==> config.mk <==
export PLATFORM = sky130hd
export DESIGN_NAME = axi_aw_slave_burst_gen
export DESIGN_NICKNAME = d
export VERILOG_FILES = /design/src/rtl/axi_aw_slave_burst_gen.sv
export SDC_FILE = /design/constraint.sdc
export NUM_CORES = 1
export LEC_CHECK = 0
export ABC_AREA = 1
export CELL_PAD_IN_SITES_DETAIL_PLACEMENT = 0
export CELL_PAD_IN_SITES_GLOBAL_PLACEMENT = 2
export CORE_ASPECT_RATIO = 1.5
export CORE_MARGIN = 1
export CORE_UTILIZATION = 38
export CTS_BUF_LIST = sky130_fd_sc_hd__clkbuf_8
export CTS_CLUSTER_SIZE = 25
export DETAILED_ROUTE_END_ITERATION = 10
export PLACE_DENSITY_LB_ADDON = 0.1
export REMOVE_ABC_BUFFERS = 1
export SYNTH_ARGS = -nofsm -noshare
export SYNTH_HDL_FRONTEND = slang
export SYNTH_SLANG_ARGS = --single-unit
==> constraint.sdc <==
create_clock -name clk -period 3.5 [get_ports clk]
set_input_delay 1.05 -clock clk [delete_from_list [all_inputs] [get_ports clk]]
set_output_delay 1.05 -clock clk [all_outputs]
set_load 0.02 [all_outputs]
==> src/rtl/axi_aw_slave_burst_gen.sv <==
// AXI write-address slave: queues AW requests and expands each burst into per-beat addresses.
// Define AW_WRAP_EN to build WRAP burst support; otherwise WRAP is handled as INCR.
module axi_aw_slave_burst_gen #(
  parameter int ID_MAX_WIDTH = 4,
  parameter int ADDR_WIDTH   = 32,
  parameter int FIFO_DEPTH   = 4
) (
  input  logic                          clk,
  input  logic                          rst_n,
  input  logic                          awvalid,
  output logic                          awready,
  input  logic [ID_MAX_WIDTH-1:0]       awid,
  input  logic [ADDR_WIDTH-1:0]         awaddr,
  input  logic [3:0]                    awlen,
  input  logic [2:0]                    awsize,
  input  logic [1:0]                    awbrust,
  input  logic [1:0]                    awlock,
  input  logic [3:0]                    awcache,
  input  logic [2:0]                    awprot,
  input  logic [3:0]                    awqos,
  output logic                          beat_valid,
  input  logic                          beat_ready,
  output logic [ADDR_WIDTH-1:0]         beat_addr,
  output logic [ID_MAX_WIDTH-1:0]       beat_id,
  output logic [2:0]                    beat_size,
  output logic                          beat_last,
  output logic [$clog2(FIFO_DEPTH):0]   fifo_level
);

  localparam int PTR_W = $clog2(FIFO_DEPTH);
  localparam int LVL_W = PTR_W + 1;
  localparam logic [1:0] MODE_FIXED = 2'd0;
  localparam logic [1:0] MODE_INCR  = 2'd1;
`ifdef AW_WRAP_EN
  localparam logic [1:0] MODE_WRAP  = 2'd2;
`endif

  typedef enum logic {S_IDLE, S_BURST} state_t;

  // Sideband AXI attributes are accepted but have no effect on beat generation.
  logic unused_attr;
  assign unused_attr = ^{awlock, awcache, awprot, awqos};

  logic [ID_MAX_WIDTH-1:0] q_id    [FIFO_DEPTH];
  logic [ADDR_WIDTH-1:0]   q_addr  [FIFO_DEPTH];
  logic [3:0]              q_len   [FIFO_DEPTH];
  logic [2:0]              q_size  [FIFO_DEPTH];
  logic [1:0]              q_burst [FIFO_DEPTH];

  logic [PTR_W-1:0] wr_ptr, rd_ptr;
  logic [LVL_W-1:0] level, level_nxt;
  logic             awready_q;
  logic             push, pop, load, adv, fifo_empty;

  state_t                  state, state_nxt;
  logic [ADDR_WIDTH-1:0]   addr_q, addr_nxt, bytes;
  logic [3:0]              cnt_q;
  logic [ID_MAX_WIDTH-1:0] id_q;
  logic [2:0]              size_q;
  logic [1:0]              mode_q, load_mode;
`ifdef AW_WRAP_EN
  logic [3:0]              len_q;
  logic [ADDR_WIDTH-1:0]   wrap_total, wrap_lower, wrap_nxt;
`endif

  assign awready    = awready_q;
  assign push       = awvalid & awready_q;
  assign fifo_empty = (level == '0);
  assign fifo_level = level;

  always_comb begin
    level_nxt = level;
    case ({push, pop})
      2'b10:   level_nxt = level + LVL_W'(1);
      2'b01:   level_nxt = level - LVL_W'(1);
      default: level_nxt = level;
    endcase
  end

  always_ff @(posedge clk or negedge rst_n) begin
    if (!rst_n) begin
      wr_ptr    <= '0;
      rd_ptr    <= '0;
      level     <= '0;
      awready_q <= 1'b0;
    end else begin
      if (push) wr_ptr <= wr_ptr + PTR_W'(1);
      if (pop)  rd_ptr <= rd_ptr + PTR_W'(1);
      level     <= level_nxt;
      // Registered ready: a pop while full only reopens the queue on the following cycle.
      awready_q <= (level_nxt != LVL_W'(FIFO_DEPTH));
    end
  end

  always_ff @(posedge clk) begin
    if (push) begin
      q_id[wr_ptr]    <= awid;
      q_addr[wr_ptr]  <= awaddr;
      q_len[wr_ptr]   <= awlen;
      q_size[wr_ptr]  <= awsize;
      q_burst[wr_ptr] <= awbrust;
    end
  end

  always_comb begin
    load_mode = (q_burst[rd_ptr] == 2'b00) ? MODE_FIXED : MODE_INCR;
`ifdef AW_WRAP_EN
    if (q_burst[rd_ptr] == 2'b10 &&
        (q_len[rd_ptr] == 4'd1 || q_len[rd_ptr] == 4'd3 ||
         q_len[rd_ptr] == 4'd7 || q_len[rd_ptr] == 4'd15))
      load_mode = MODE_WRAP;
`endif
  end

  always_ff @(posedge clk or negedge rst_n) begin
    if (!rst_n) state <= S_IDLE;
    else        state <= state_nxt;
  end

  always_comb begin
    state_nxt = state;
    pop       = 1'b0;
    load      = 1'b0;
    adv       = 1'b0;
    case (state)
      S_IDLE: begin
        if (!fifo_empty) begin
          pop       = 1'b1;
          load      = 1'b1;
          state_nxt = S_BURST;
        end
      end
      S_BURST: begin
        if (beat_ready) begin
          if (cnt_q != 4'd0) begin
            adv = 1'b1;
          end else if (!fifo_empty) begin
            pop  = 1'b1;
            load = 1'b1;
          end else begin
            state_nxt = S_IDLE;
          end
        end
      end
      default: state_nxt = S_IDLE;
    endcase
  end

  always_comb begin
    bytes    = ADDR_WIDTH'(1) << size_q;
    addr_nxt = (addr_q & ~(bytes - ADDR_WIDTH'(1))) + bytes;
    if (mode_q == MODE_FIXED) addr_nxt = addr_q;
`ifdef AW_WRAP_EN
    wrap_total = bytes * (ADDR_WIDTH'(len_q) + ADDR_WIDTH'(1));
    wrap_lower = addr_q & ~(wrap_total - ADDR_WIDTH'(1));
    wrap_nxt   = addr_q + bytes;
    if (mode_q == MODE_WRAP)
      addr_nxt = (wrap_nxt == wrap_lower + wrap_total) ? wrap_lower : wrap_nxt;
`endif
  end

  always_ff @(posedge clk or negedge rst_n) begin
    if (!rst_n) begin
      addr_q <= '0;
      cnt_q  <= '0;
      id_q   <= '0;
      size_q <= '0;
      mode_q <= MODE_FIXED;
`ifdef AW_WRAP_EN
      len_q  <= '0;
`endif
    end else if (load) begin
      addr_q <= q_addr[rd_ptr];
      cnt_q  <= q_len[rd_ptr];
      id_q   <= q_id[rd_ptr];
      size_q <= q_size[rd_ptr];
      mode_q <= load_mode;
`ifdef AW_WRAP_EN
      len_q  <= q_len[rd_ptr];
`endif
    end else if (adv) begin
      addr_q <= addr_nxt;
      cnt_q  <= cnt_q - 4'd1;
    end
  end

  assign beat_valid = (state == S_BURST);
  assign beat_last  = (state == S_BURST) && (cnt_q == 4'd0);
  assign beat_addr  = addr_q;
  assign beat_id    = id_q;
  assign beat_size  = size_q;

endmodule
==> impl_metrics.tcl, run 1 <==
set metrics [dict create \
    synth_top_cell_by_area "sky130_fd_sc_hd__edfxtp_1" \
    synth_area_leaders "sky130_fd_sc_hd__edfxtp_1 51%, sky130_fd_sc_hd__dfrtp_1 12%, sky130_fd_sc_hd__nand2_1 8.9%, sky130_fd_sc_hd__nor2_1 4.1%, sky130_fd_sc_hd__a21oi_1 3.6%" \
    max-slew-margin-rel_pct 42.7 \
    final.hold.worst_slack_ns 0.501 \
    stage_delay_of_the_slowest_cell_on_the_critical_path_ns 0.61 \
    multi_input_comb_area_um2 3440 \
    cts_hold_buffers 0 \
    cts.sinks 233 \
    power_density_nw_per_um2 836 \
    ys.flop_type "sky130_fd_sc_hd__edfxtp_1" \
    yosysSeqAreaShare_pct 62.9 \
    layout.core_utilization_pct 46.6 \
    clk-insertion-delay-late_ns 0.54 \
    synth-seq-cells 233 \
    io_buffers 93 \
    die_height_um 208 \
    report.final.hold_viol_count 0 \
    yosysTopAreaCellShare_pct 50.5 \
    internal_power_mw 6.34 \
    fillers 2625 \
    grt_setup_unrepaired "no" \
    post-place-ws_ns 0.370 \
    detailedRoute.firstPassIterationCount 10 \
    synthMostInstantiatedCell "sky130_fd_sc_hd__nand2_1" \
    irDropWorstVdd_mv 0.435 \
    drt_wl_cell_um 18.2 \
    htree_levels 2 \
    min-delay-path-class "in2async" \
    p_switching_mw 4.37 \
    top_level_ports 107 \
    grt_pass1_wl_um 44000 \
    outcome "complete, but fails checks" \
    postCtsResizedCells 0 \
    p_seq_share_pct 38.6 \
    final_critical_path_setup_slack_ns 0.251 \
    crit_path_max_fanout 3 \
    pwr-share-comb_pct 41.3 \
    die_area_um2 28900 \
    detail_route.drc_violations 3 \
    crit_path_end_kind "output port" \
    num_rows 74 \
    cp.required_ns 2.45 \
    layout-drive-gt1-share_pct 8.58 \
    yosysWarnings 0 \
    report.power.total_mw 10.7 \
    cap_viol_max_count 0 \
    power.leakage_nw 4.99 \
    num_antenna_cells 0 \
    maxSlewViolCount 0 \
    postCtsSetupBuffers 0 \
    crit_arrival_ns 2.20 \
    area_delta_synth_final_pct 19.7 \
    netlist_area_um2 10700 \
    place.detailed.hpwl_um 17600 \
    cells_after_synth 1056 \
    drt.antenna.violating_nets 0 \
    worst-r2r-cell-count 18 \
    grt_pass1_vias 7900 \
    routed_via_density 5.10 \
    core_region_area_um2 27500 \
    finish.instance_area_um2 12800 \
    ys_async_sr_fraction_pct 22.7 \
    drt-initial-drc-count 480 \
    clock-skew-final_ns 0.0124 \
    transition_time_at_the_pin_with_the_least_slew_margin_ns 0.859 \
    synth-edff-count 180 \
    antenna_found_initial 0 \
    crit_path_start_kind "register" \
    cp_slowest_cell "sky130_fd_sc_hd__clkdlybuf4s50_1" \
    dpl-instance-area_um2 12100 \
    proportion_of_total_power_due_to_net_switching_pct 40.8 \
    failed_checks "DRC" \
    critPathKind "reg2out" \
    drt-total-wl_um 27900 \
    worst_setup_hold_path_clk_slew_ns 0.06 \
    final_min_period_over_clock_period_pct 92.8 \
    post-place-cells 1466 \
    cell_variety_after_synth 41 \
    globalRouteTotalUtil_pct 20.0 \
    ff2ff_setup_slack_ns 0.75 \
    start_util_pct 38.9 \
    r2r-end "beat_addr[27]" \
    ctsRootBufferMaster "sky130_fd_sc_hd__clkbuf_8" \
    setup_viol 0 \
    num-nets-final 1237 \
    setup_total_negative_slack_ns 0 \
    instances_no_fill 1531 \
    fmaxAchievable_ghz 0.308 \
    globalplace.congestion 0.776 \
    overflow 0 \
    finalWorstPathRequiredPeriod_ns 3.25 \
    tritoncts.num_buffers 37 \
    critical_path.reg2reg.startpoint "beat_size[0]" \
    cts_tree "done" \
    grt_max_degree 78 \
    via_count 7804 \
    synth_commonest_cells "255 x sky130_fd_sc_hd__nand2_1, 180 x sky130_fd_sc_hd__edfxtp_1, 116 x sky130_fd_sc_hd__nor2_1, 82 x sky130_fd_sc_hd__inv_1, 77 x sky130_fd_sc_hd__a21oi_1" \
    cts-root-to-sink-buffers 3 \
    avgSynthCellArea_um2 10.1 \
    timing.critical_path.cells "inv_1 -> ha_1 -> nand2_1 -> nor2_1 -> inv_1 -> nor2_1 -> clkdlybuf4s50_1" \
    seq_area_um2 6730 \
    power.share.clock_pct 20.1 \
    dieWidth_um 139 \
]
==> routing by layer <==
layer / routed length [um] / up-vias / global-route usage, %
li1: - / 3876 / -
met1: 11400 / 3743 / 23.2
met2: 15000 / 149 / 37.4
met3: 1050 / 36 / 3.32
met4: 504 / 0 / 5.82
met5: 0 / - / 0
==> cells in the final DEF, fill, tap and decap left out, types with 2 or more instances in the layout <==
master	count
sky130_fd_sc_hd__inv_2	5
sky130_fd_sc_hd__nor2_1	112
sky130_fd_sc_hd__nor2_2	2
sky130_fd_sc_hd__clkbuf_8	38
sky130_fd_sc_hd__buf_4	14
sky130_fd_sc_hd__nand3_1	43
sky130_fd_sc_hd__xor2_1	6
sky130_fd_sc_hd__dfrtp_1	52
sky130_fd_sc_hd__a31oi_1	12
sky130_fd_sc_hd__buf_12	8
sky130_fd_sc_hd__clkdlybuf4s50_1	92
sky130_fd_sc_hd__xnor2_1	5
sky130_fd_sc_hd__ha_1	11
sky130_fd_sc_hd__nand2_2	8
sky130_fd_sc_hd__a221o_1	29
sky130_fd_sc_hd__o21ai_0	45
sky130_fd_sc_hd__o22ai_1	10
sky130_fd_sc_hd__clkinv_1	13
sky130_fd_sc_hd__inv_1	92
sky130_fd_sc_hd__o21ai_2	2
sky130_fd_sc_hd__nand4_1	16
sky130_fd_sc_hd__nor3_1	11
sky130_fd_sc_hd__nand2_1	254
sky130_fd_sc_hd__a21oi_2	3
sky130_fd_sc_hd__nor4_1	7
sky130_fd_sc_hd__o21ai_1	4
sky130_fd_sc_hd__nor2_4	6
sky130_fd_sc_hd__a21oi_1	77
sky130_fd_sc_hd__nand3b_1	5
sky130_fd_sc_hd__clkinv_2	4
sky130_fd_sc_hd__nand3_2	4
sky130_fd_sc_hd__o211ai_1	3
sky130_fd_sc_hd__edfxtp_1	180
==> layout make-up <==
class | count | share of cell area (%)
multi-input cells | 684 | 26.9
flip-flops and latches | 233 | 52.5
clock buffers | 38 | 4.08
repair buffers | 115 | 9.29
inverters | 92 | 2.71
clock inverters | 27 | 1.16
well taps | 342 | 3.34
==> power by group through the flow <==
stage | combinational (mW) | clock, mW | sequential (mW)
global placement | 4.46 | 0 | 4.19
detailed placement | 4.48 | 0 | 4.20
floorplan | 2.30 | 0 | 4.53
finish | 4.42 | 2.15 | 4.14
CTS | 4.50 | 2.22 | 4.15
global route | 5.00 | 2.34 | 4.21
==> logic make-up after synthesis <==
logic type	after synthesis	share of synthesized area, %
buf+inv	139	5.30
fa+ha+maj	12	1.47
xor+xnor	11	0.900
flops	233	62.9
compound gates	192	11.0
simple gates	469	18.4
==> critical path: cells and delay by family, from the launching register on <==
kind / cells / cell delay (ns)
buf+inv: 3 / 0.79
flops: 1 / 0.37
simple gates: 3 / 0.29
fa+ha+maj: 1 / 0.20
==> state kept, by name, indices dropped and copies added (netlist names), 3 cells and up <==
register,count
beat_addr,32
beat_id,4
beat_size,3
cnt_q,4
fifo_level,3
q_addr,128
q_burst,8
q_id,16
q_len,16
q_size,12
==> how the worst max path moves through the flow <==
stage                    start             to  slack [ns]  depth (start not counted)
global placement    beat_ready  beat_addr[20]        0.41                         10
global route          cnt_q[0]      beat_last        0.08                          7
CTS                   cnt_q[0]      beat_last        0.20                          7
detailed placement  beat_ready        awready        0.37                         12
floorplan           beat_ready        awready       -0.85                         10
finish                cnt_q[0]      beat_last        0.25                          7
(Power assumes the default switching activity.)
==> run 2, diff against run 1 <==
--- a/config.mk
+++ b/config.mk
@@ -8,8 +8,7 @@
 export ABC_AREA = 1
 export CELL_PAD_IN_SITES_DETAIL_PLACEMENT = 0
 export CELL_PAD_IN_SITES_GLOBAL_PLACEMENT = 2
-export CORE_ASPECT_RATIO = 1.5
-export CORE_MARGIN = 1
+export CORE_ASPECT_RATIO = 1.75
 export CORE_UTILIZATION = 38
 export CTS_BUF_LIST = sky130_fd_sc_hd__clkbuf_8
 export CTS_CLUSTER_SIZE = 25
==> impl_metrics.tcl, run 2 (synthesized netlist as in run 1, its figures left out) <==
set metrics [dict create \
    report.power.total_mw 11.0 \
    outcome "complete, no violations" \
    drt_wl_cell_um 17.7 \
    transition_time_at_the_pin_with_the_least_slew_margin_ns 0.985 \
    clock-skew-final_ns 0.0180 \
    instances_no_fill 1564 \
    p_seq_share_pct 37.5 \
    area_delta_synth_final_pct 21.0 \
    critPathKind "reg2out" \
    core_region_area_um2 27400 \
    cts-root-to-sink-buffers 3 \
    grt_setup_unrepaired "no" \
    routed_via_density 4.98 \
    grt_pass1_wl_um 43000 \
    report.final.hold_viol_count 0 \
    globalRouteTotalUtil_pct 20.0 \
    postCtsSetupBuffers 0 \
    detail_route.drc_violations 0 \
    crit_arrival_ns 2.15 \
    crit_path_start_kind "register" \
    htree_levels 2 \
    io_buffers 93 \
    power_density_nw_per_um2 849 \
    pwr-share-comb_pct 40.3 \
    post-place-cells 1496 \
    grt_pass1_vias 7830 \
    power.share.clock_pct 22.2 \
    max-slew-margin-rel_pct 34.4 \
    p_switching_mw 4.39 \
    cts.sinks 233 \
    place.detailed.hpwl_um 17900 \
    internal_power_mw 6.59 \
    globalplace.congestion 0.810 \
    drt.antenna.violating_nets 0 \
    groute.layer.met2.usage_pct 36.7 \
    met1_usage_pct 23.0 \
    crit_path_max_fanout 3 \
    layout-drive-gt1-share_pct 9.46 \
    irDropWorstVdd_mv 0.674 \
    proportion_of_total_power_due_to_net_switching_pct 40.0 \
    min-delay-path-class "in2async" \
    drt-total-wl_um 27700 \
    postCtsResizedCells 0 \
    cts_hold_buffers 0 \
    detailedRoute.firstPassIterationCount 5 \
    worst_setup_hold_path_clk_slew_ns 0.07 \
    grt_util_met3_pct 3.46 \
    die_height_um 224 \
    mostFrequentLayoutCell "sky130_fd_sc_hd__nand2_1" \
    clk-insertion-delay-late_ns 0.54 \
    largest_register_ffs 128 \
    crit_path_end_kind "output port" \
    antenna_found_initial 1 \
    cap_viol_max_count 0 \
    die_area_um2 28900 \
    maxSlewViolCount 0 \
    grt_max_degree 90 \
    drt-initial-drc-count 473 \
    top_level_ports 107 \
    layout_common_cells "254 x sky130_fd_sc_hd__nand2_1, 180 x sky130_fd_sc_hd__edfxtp_1, 112 x sky130_fd_sc_hd__nor2_1" \
    grt_most_used_layer "met2" \
    cts_tree "done" \
    final_min_period_over_clock_period_pct 91.5 \
    ctsRootBufferMaster "sky130_fd_sc_hd__clkbuf_8" \
    fmaxAchievable_ghz 0.312 \
    num_rows 80 \
    setup_viol 0 \
    registers.top_by_ff_count "q_addr" \
    cp.required_ns 2.45 \
    dieWidth_um 129 \
    overflow 0 \
    num-nets-final 1241 \
    start_util_pct 39.0 \
    via_count 7793 \
    tritoncts.num_buffers 38 \
    power.leakage_nw 5.04 \
    num_antenna_cells 0 \
    finalWorstPathRequiredPeriod_ns 3.20 \
]
run 2: path summary, 6_finish.rpt:
check	startpoint	end	depth (start not counted)	slack, ns
setup / recovery	cnt_q[0]	beat_last	7	0.30
hold / removal	rst_n	beat_addr[2]	1	0.42
setup reg to reg	beat_size[0]	beat_addr[27]	18	0.73
hold reg to reg	fifo_level[2]	fifo_level[2]	1	0.56
max in group asynchronous	rst_n	rd_ptr[0]	2	2.39
min in group clk	fifo_level[2]	fifo_level[2]	1	0.56
run 2: power groups by stage:
stage	combinational, mW	clock (mW)	sequential (mW)
2_1_floorplan	2.30	0	4.53
3_3_place_gp	4.48	0	4.17
3_5_place_dp	4.50	0	4.18
4_1_cts	4.52	2.52	4.12
5_1_grt	4.97	2.63	4.19
6_report	4.43	2.44	4.12
run 2: metal layers:
layer  part of all wire, %  vias to the layer above  routed length (um)
met5                 0.043                        -                  12
met4                   2.3                        2                 634
met3                   4.1                       51                1130
met2                    53                      150               14700
met1                    41                     3698               11200
li1                      -                     3892                   -
run 2: area by class of cell:
cell class	instances	area, um2
timing repair buffer	118	1190
fill	2680	14500
clock inverter	29	236
tap	369	462
clock buffer	39	537
sequential	233	6730
multi-input combinational	684	3440
inverter	92	348
run 2: through the flow:
| stage | setup TNS, ns | cell area [um2] | worst slack [ns] | hold slack (ns) | utilization [%] |
|---|---|---|---|---|---|
| after floorplan | -19.19 | 10500 | -0.853 | 0.516 | - |
| after global placement | 0 | 12200 | 0.338 | 0.531 | 44.4 |
| after detailed placement | 0 | 12200 | 0.303 | 0.544 | 44.4 |
| after CTS | 0 | 12900 | 0.238 | 0.402 | 47.2 |
| after global routing | 0 | 12900 | 0.156 | 0.408 | 47.2 |
| final | 0 | 12900 | 0.297 | 0.418 | 47.2 |
run 2: critical path: stages, from the launching register on:
cell,delay (ns)
sky130_fd_sc_hd__dfrtp_1,0.37
sky130_fd_sc_hd__inv_1,0.10
sky130_fd_sc_hd__ha_1,0.20
sky130_fd_sc_hd__nand2_1,0.06
sky130_fd_sc_hd__nor2_1,0.13
sky130_fd_sc_hd__inv_1,0.07
sky130_fd_sc_hd__nor2_1,0.08
sky130_fd_sc_hd__clkdlybuf4s50_1,0.61
